`src/rtl/mux_scan_if.sv`:
```
// Channel bus for mux_scan: packed channel inputs, select/mode/enable in, sample out.
interface mux_scan_if #(
  parameter int unsigned N  = 4,
  parameter int unsigned W  = 1,
  parameter int unsigned SW = 2
);
  logic [N*W-1:0] I;
  logic [SW-1:0]  S;
  logic           mode;
  logic           en;
  logic [W-1:0]   F;
  logic [SW-1:0]  ch;
  logic           valid;
  logic           wrap;

  modport master (output I, S, mode, en, input F, ch, valid, wrap);
  modport slave  (input I, S, mode, en, output F, ch, valid, wrap);
endinterface

```
`src/rtl/mux_scan.sv`:
```
// N-channel registered mux with time-division auto-scan; define MUX_SCAN_HOLD_EN to keep
// F/ch on disabled cycles instead of clearing them.
module mux_scan #(
  parameter int unsigned N     = 4,
  parameter int unsigned W     = 1,
  parameter int unsigned SW    = 2,
  parameter int unsigned DWELL = 1
) (
  input logic       clk,
  input logic       rst,
  mux_scan_if.slave bus
);

  localparam int unsigned DcW = (DWELL > 1) ? $clog2(DWELL) : 1;

  logic [W-1:0]   f_q, f_d;
  logic [SW-1:0]  ch_q, ch_d;
  logic           valid_q, valid_d;
  logic           wrap_q, wrap_d;
  logic [SW-1:0]  ptr_q, ptr_d;
  logic [DcW-1:0] dc_q, dc_d;

  logic [SW-1:0]  sel;
  logic [W-1:0]   sel_data;
  logic           last_ch;
  logic           last_dw;

  assign sel     = bus.mode ? ptr_q : bus.S;
  assign last_ch = (ptr_q == SW'(N - 1));
  assign last_dw = (dc_q == DcW'(DWELL - 1));

  // Selects beyond N-1 (non-power-of-2 N) fall through to zero.
  always_comb begin
    sel_data = '0;
    for (int unsigned k = 0; k < N; k++) begin
      if (sel == SW'(k)) sel_data = bus.I[k*W +: W];
    end
  end

  always_comb begin
    valid_d = 1'b0;
    wrap_d  = 1'b0;
    ptr_d   = ptr_q;
    dc_d    = dc_q;
`ifdef MUX_SCAN_HOLD_EN
    f_d     = f_q;
    ch_d    = ch_q;
`else
    f_d     = '0;
    ch_d    = '0;
`endif
    // Manual mode parks the scan so the next scan always starts at channel 0.
    if (!bus.mode) begin
      ptr_d = '0;
      dc_d  = '0;
    end
    if (bus.en) begin
      f_d     = sel_data;
      ch_d    = sel;
      valid_d = 1'b1;
      if (bus.mode) begin
        wrap_d = last_ch && last_dw;
        if (last_dw) begin
          dc_d  = '0;
          ptr_d = last_ch ? '0 : ptr_q + SW'(1);
        end else begin
          dc_d  = dc_q + DcW'(1);
        end
      end
    end
  end

  always_ff @(posedge clk or posedge rst) begin
    if (rst) begin
      f_q     <= '0;
      ch_q    <= '0;
      valid_q <= 1'b0;
      wrap_q  <= 1'b0;
      ptr_q   <= '0;
      dc_q    <= '0;
    end else begin
      f_q     <= f_d;
      ch_q    <= ch_d;
      valid_q <= valid_d;
      wrap_q  <= wrap_d;
      ptr_q   <= ptr_d;
      dc_q    <= dc_d;
    end
  end

  assign bus.F     = f_q;
  assign bus.ch    = ch_q;
  assign bus.valid = valid_q;
  assign bus.wrap  = wrap_q;

endmodule

```
`src/flat_wrapper.sv`:
```
// flat-port wrapper written by rule: the top's interface ports become plain ports
module mux_scan_flat 
#(
  parameter int unsigned N     = 4,
  parameter int unsigned W     = 1,
  parameter int unsigned SW    = 2,
  parameter int unsigned DWELL = 1
)
  (clk, rst, bus_I, bus_S, bus_mode, bus_en, bus_F, bus_ch, bus_valid, bus_wrap);
  mux_scan_if #(.N(N), .W(W), .SW(SW)) bus_i ();
  input logic clk;
  input logic rst;
  input wire logic [$bits(bus_i.I)-1:0] bus_I;
  input wire logic [$bits(bus_i.S)-1:0] bus_S;
  input wire logic [$bits(bus_i.mode)-1:0] bus_mode;
  input wire logic [$bits(bus_i.en)-1:0] bus_en;
  output wire logic [$bits(bus_i.F)-1:0] bus_F;
  output wire logic [$bits(bus_i.ch)-1:0] bus_ch;
  output wire logic [$bits(bus_i.valid)-1:0] bus_valid;
  output wire logic [$bits(bus_i.wrap)-1:0] bus_wrap;
  assign bus_i.I = bus_I;
  assign bus_i.S = bus_S;
  assign bus_i.mode = bus_mode;
  assign bus_i.en = bus_en;
  assign bus_F = bus_i.F;
  assign bus_ch = bus_i.ch;
  assign bus_valid = bus_i.valid;
  assign bus_wrap = bus_i.wrap;
  mux_scan #(.N(N), .W(W), .SW(SW), .DWELL(DWELL)) u_core (.clk(clk), .rst(rst), .bus(bus_i));
endmodule
```
`config.mk`:
```
export PLATFORM = sky130hd
export DESIGN_NAME = mux_scan_flat
export DESIGN_NICKNAME = d
export VERILOG_FILES = /design/src/rtl/mux_scan_if.sv /design/src/rtl/mux_scan.sv /design/src/flat_wrapper.sv
export SDC_FILE = /design/constraint.sdc
export NUM_CORES = 1
export LEC_CHECK = 0
export CORE_AREA = 2 2 39 41
export DETAILED_ROUTE_END_ITERATION = 7
export DIE_AREA = 0 0 41 43
export GPL_TIMING_DRIVEN = 1
export HOLD_SLACK_MARGIN = 0.03
export MAX_ROUTING_LAYER = met4
export PLACE_DENSITY = 0.51
export SKIP_CTS_REPAIR_TIMING = 1
export SYNTH_ARGS = -nofsm -noshare
export SYNTH_HDL_FRONTEND = slang
export SYNTH_SLANG_ARGS = --single-unit
export TNS_END_PERCENT = 30
```
`constraint.sdc`:
```
create_clock -name clk -period 1.8 [get_ports clk]
set_clock_uncertainty 0.1 [all_clocks]
set_input_delay 0.36 -clock clk [delete_from_list [all_inputs] [get_ports clk]]
set_output_delay 0.36 -clock clk [all_outputs]
set_load 0.02 [all_outputs]
```
==> results of run 1 <==
-- through the flow --
step / instance area [µm²] / worst slack [ps] / hold slack (ps) / total power [mW] / TNS [ps]
after floorplan: 337.8 / 335.2 / 75.66 / 0.2340 / 0
after global placement: 520.5 / -241.1 / 391.5 / 0.2781 / -241.1
after detailed placement: 520.5 / -250.0 / 422.3 / 0.2804 / -250.0
after CTS: 543.0 / 14.38 / 251.2 / 0.4164 / 0
after global routing: 549.3 / 107.0 / 286.5 / 0.4322 / 0
final: 549.3 / 183.3 / 253.1 / 0.4066 / 0
-- cells by family (layout without fill, tap and decap cells) --
kind of cell             Yosys count  count (layout)  synth area share, %
adder cells (fa/ha/maj)            1               1                3.703
buffers and inverters              1              21                1.110
flip-flops                         8               8                59.26
multiplexers                       5               5                18.52
AND/OR/NAND/NOR                   10              10                17.41
-- cell usage in the layout (no fill, tap or decap), drive strengths merged --
cell type,count
ha,1
nand2,1
and2b,1
mux4,1
clkbuf,3
nor2,2
dfrtp,8
and2,1
inv,1
nor2b,4
dlymetal6s2s,1
mux2i,4
and3,1
buf,3
clkdlybuf4s50,13
-- layer usage --
metal	track usage [%]	up-vias	wire (µm)
li1	-	123	-
met1	10.60	111	263
met2	12.81	7	345
met3	1.571	0	32
met4	12.00	0	0
met5	-	-	0
-- registers in the layout, indices dropped and copies added, names as in the netlist --
name / count
u_core.bus.F: 1
u_core.bus.ch: 2
u_core.bus.valid: 1
u_core.bus.wrap: 1
u_core.dc_q: 1
u_core.ptr_q: 2
-- cell usage after synthesis --
cell	instances	area, µm²
and2_1	1	6.260
and2b_2	1	8.760
and3_2	1	7.510
nand2_1	1	3.750
dfrtp_1	8	200.2
ha_1	1	12.51
inv_1	1	3.750
nor2b_1	4	25.02
nor2_1	2	7.510
mux2i_1	4	40.04
mux4_2	1	22.52
-- how the worst max path moves through the flow --
stage,startpoint,end,slack (ps),depth (start not counted)
global placement,bus_mode,u_core.bus.F$_DFF_PP0_,-240,4
CTS,bus_mode,u_core.bus.F$_DFF_PP0_,10,4
finish,u_core.bus.ch[0]$_DFF_PP0_,bus_ch[0],180,1
floorplan,bus_mode,u_core.bus.F$_DFF_PP0_,340,3
global route,u_core.bus.wrap$_DFF_PP0_,bus_wrap,110,1
detailed placement,bus_mode,u_core.bus.F$_DFF_PP0_,-250,4
-- layout make-up --
class	count	area share, %
Clock buffer	3	4.100
Multi-Input combinational cell	16	25.06
Inverter	1	0.6834
Tap cell	16	3.645
Sequential cell	8	36.45
Timing Repair Buffer	17	30.07
-- power groups by stage --
stage | registers, mW | logic, mW | clock network [mW]
floorplan | 0.206 | 0.0279 | 0
global placement | 0.198 | 0.0796 | 0
detailed placement | 0.199 | 0.0815 | 0
CTS | 0.196 | 0.0817 | 0.139
global route | 0.197 | 0.0896 | 0.146
finish | 0.196 | 0.0816 | 0.129
==> flow_summary_export.csv, run 1 <==
group,metric,value,unit
cts,clockBufferDepth,2,
setup_path,critPathTopFamily,"buffers and inverters",
synth,synthesis.nets,36,
power,p_leak,0.2650,nW
setup_path,worstRegToRegCells,3,
finish,area_growth,62.59,%
setup_path,cp_data_arrival_time,1160,ps
global_routing,antenna_found_initial,0,
floorplanning,die_x,41,µm
placement,dp_hpwl,530.7,µm
hold_path,min_path_type,"primary input to async pin",
setup_path,reg2reg_setup_slack,280,ps
sta,period_share,89.82,%
power,ir_worst_vdd,194.8,µV
detailed_routing,wire_per_inst,10.49,µm
power,power_density,740.3,mW/mm²
run,maxCapViolations,0,
setup_path,endpoint_kind,"output port",
floorplanning,dieArea,0.001763,mm²
finish,diodes,0,
global_routing,grt-ovfl-total,0,
finish,seq_area,200.2,µm²
power,clkPwrFrac,31.7,%
detailed_routing,drt-pass1-iter-count,1,
setup_path,timing.rr.end,"u_core.bus.F$_DFF_PP0_",
sta,post-route-min-period,1617,ps
synth,synth_area,337.8,µm²
setup_path,reg2reg_from,"u_core.ptr_q[0]$_DFF_PP0_",
finish,multi_input_area,137.6,µm²
power,internal_power,0.3171,mW
sta,hold_viol_final,0,
power,combinationalPowerShare,20.1,%
setup_path,cpPeakStageDelay,600,ps
synth,yosys_warnings,0,
detailed_routing,first_iter_violations,0,
synth,synthCells,25,
cts,numCtsBuffers,3,
sta,relSlewSlack,79.71,%
cts,cts_tree,"yes",
setup_path,startpoint_type,"flop",
cts,clock_latency,250,ps
floorplanning,die_h,43,µm
placement,portBuffers,14,
global_routing,grt_max_degree,9,
global_routing,grt.total_usage,9.761,%
setup_path,critPathMaxFanout,1,
finish,nets,58,
cts,root_buffer,"clkbuf_4",
floorplanning,boundaryPins,15,
placement,place_inst,58,
power,swShare,22.02,%
run_status,outcome,"finished, final reports clean",
finish,drive_above_1_share,22.22,%
global_routing,grt_pass1_vias,254,
synth,ys_seq_area_share,59.26,%
finish,utilization,39.69,%
floorplanning,initial_core_util,24.41,%
power,pwr-share-seq,48.3,%
cts,htree_levels,1,
sta,tightest_slew,304.0,ps
floorplanning,core,0.001384,mm²
synth,ys_ff_latch,8,
sta,max_freq,0.6185,GHz
global_routing,grt_pass1_wl,1048,µm
setup_path,required,1340,ps
cts,clock-sinks,8,
sta,rsz0062_at_grt,"no",
floorplanning,rows,14,
setup_path,crit_chain,"clkdlybuf4s50_1",
detailed_routing,via_count,241,
setup_path,critical_path_class,"flop to output port",
synth,synth_cell_types,11,
detailed_routing,ant_nets,0,
finish,final_cell_count_no_fill,61,
placement,gp_congestion,0.6849,
sta,setup_viol,0,
detailed_routing,drc,0,
cts,clkSlewWorstSetupHoldPaths,50,ps
sta,drv_slew,0,
setup_path,cp_slowest_cell,"clkdlybuf4s50_1",
detailed_routing,totalWireLength,640,µm
detailed_routing,vias_per_cell,3.951,
synth,synth.avg_cell_area,13.51,µm²
setup_path,path_buf_inv,1,
power,p_switching,0.08953,mW
finish,fill_cells,146,
No activity file was read; power rests on OpenSTA's default activity.
==> run 2: changes to the inputs <==
- clock period: 1.8 -> 1.6 ns (I/O delays scaled with it)
==> flow_summary_export.csv, run 2 (same netlist as run 1, synthesis figures left out) <==
group,metric,value,unit
run_status,outcome,"finished, final reports clean",
cts,clock-sinks,8,
cts,clock_latency,260,ps
detailed_routing,drc,0,
detailed_routing,via_count,265,
placement,place_inst,59,
setup_path,path_buf_inv,0,
placement,portBuffers,14,
cts,clkSlewWorstSetupHoldPaths,60,ps
power,ir_worst_vdd,241.5,µV
detailed_routing,vias_per_cell,4.274,
power,power,0.4697,mW
sta,drv_slew,0,
power,p_leak,0.3539,nW
sta,setup_viol,0,
placement,dp_hpwl,556.9,µm
sta,hold_viol_final,0,
finish,drive_above_1_share,26.09,%
global_routing,grt_max_degree,9,
detailed_routing,ant_nets,0,
cts,clockBufferDepth,2,
setup_path,cp_slowest_cell,"mux4_2",
floorplanning,die_h,43,µm
setup_path,endpoint_kind,"flop",
sta,hold_slack,200.3,ps
finish,diodes,0,
setup_path,critPathTopFamily,"multiplexers",
finish,fin_area,574.3,µm²
detailed_routing,drt-pass1-iter-count,2,
sta,post-route-min-period,1506,ps
sta,rsz0062_at_grt,"no",
cts,numCtsBuffers,3,
cts,htree_levels,1,
finish,nets,59,
floorplanning,boundaryPins,15,
floorplanning,core,0.001384,mm²
global_routing,met1_usage,11.45,%
global_routing,grt_pass1_wl,1117,µm
finish,final_cell_mix,"8 x dfrtp_1, 7 x clkdlybuf4s50_1, 7 x dlymetal6s2s_1, 4 x nor2b_1, 4 x buf_4",
floorplanning,rows,14,
sta,max_freq,0.6639,GHz
setup_path,startpoint_type,"flop",
cts,cts_tree,"yes",
global_routing,grt-ovfl-total,0,
placement,dpl_cell_area,528.0,µm²
global_routing,grt.total_usage,10.75,%
hold_path,min_path_type,"primary input to async pin",
global_routing,busiest_layer,"met2",
setup_path,path_depth,3,
setup_path,cpPeakStageDelay,530,ps
finish,final_common_cell,"dfrtp_1",
global_routing,use_met3,1.571,%
finish,final_cell_count_no_fill,62,
sta,tightest_slew,296.6,ps
sta,relSlewSlack,80.21,%
setup_path,required,1640,ps
global_routing,globalRouteMet2Util,15.00,%
sta,fin_tns_setup,0,ps
global_routing,antenna_found_initial,0,
setup_path,critPathMaxFanout,2,
setup_path,cp_data_arrival_time,1550,ps
setup_path,reg2reg_setup_slack,90,ps
setup_path,critical_path_class,"flop to flop",
floorplanning,initial_core_util,24.41,%
setup_path,worstRegToRegCells,3,
detailed_routing,totalWireLength,724,µm
power,power_density,817.8,mW/mm²
floorplanning,die_x,41,µm
finish,area_growth,70.00,%
floorplanning,dieArea,0.001763,mm²
placement,gp_congestion,0.6908,
setup_path,crit_chain,"mux2i_2 > mux4_2 > and2_4",
global_routing,grt_pass1_vias,267,
run,maxCapViolations,0,
detailed_routing,wire_per_inst,11.68,µm
sta,period_share,94.14,%
cts,root_buffer,"clkbuf_4",
detailed_routing,first_iter_violations,2,
run 2: cell count changes in the layout (fill, tap and decap cells not counted), sizes merged:
| cell | change |
|---|---|
| buf | +1 |
| dlymetal6s2s | +6 |
| clkdlybuf4s50 | -6 |
run 2: through the flow:
step           utilization, %  setup slack (ps)
2_1_floorplan               -             137.2
3_3_place_gp            38.16            -403.7
3_5_place_dp            38.16            -414.9
4_1_cts                 39.78            -142.8
5_1_grt                 41.50             59.95
6_report                41.50             93.78
run 2: area by class of cell:
class                   count  area, µm²
clock buffers               3      22.52
fillers                   137      809.5
inverters                   1      3.754
multi-input cells          16      140.1
flip-flops and latches      8      200.2
well taps                  16      20.02
repair buffers             18      187.7
run 2: worst reg2reg max path: cells and delay by family (launching register included):
family           cells  cell delay [ps]
multiplexers         2              740
AND/OR/NAND/NOR      1              170
flip-flops           1              390
run 2: routing by layer:
layer | routed length, µm | share of wire, %
met1 | 271 | 37
met2 | 385 | 53
met3 | 39 | 5.4
met4 | 27 | 3.7
met5 | 0 | 0
run 2: final timing paths:
check,to,startpoint
setup / recovery,u_core.bus.F$_DFF_PP0_,u_core.ptr_q[0]$_DFF_PP0_
hold / removal,u_core.bus.wrap$_DFF_PP0_,rst
setup reg to reg,u_core.bus.F$_DFF_PP0_,u_core.ptr_q[0]$_DFF_PP0_
hold reg to reg,u_core.dc_q$_DFF_PP0_,u_core.dc_q$_DFF_PP0_
max in group asynchronous,u_core.bus.valid$_DFF_PP0_,rst
min in group clk,u_core.dc_q$_DFF_PP0_,bus_mode
run 2: report_power, final:
group	leakage, nW	internal, mW	switching (mW)
Clock	0.0138	0.0857	0.0668
Combinational	0.235	0.0601	0.0379
Sequential	0.105	0.214	0.00516
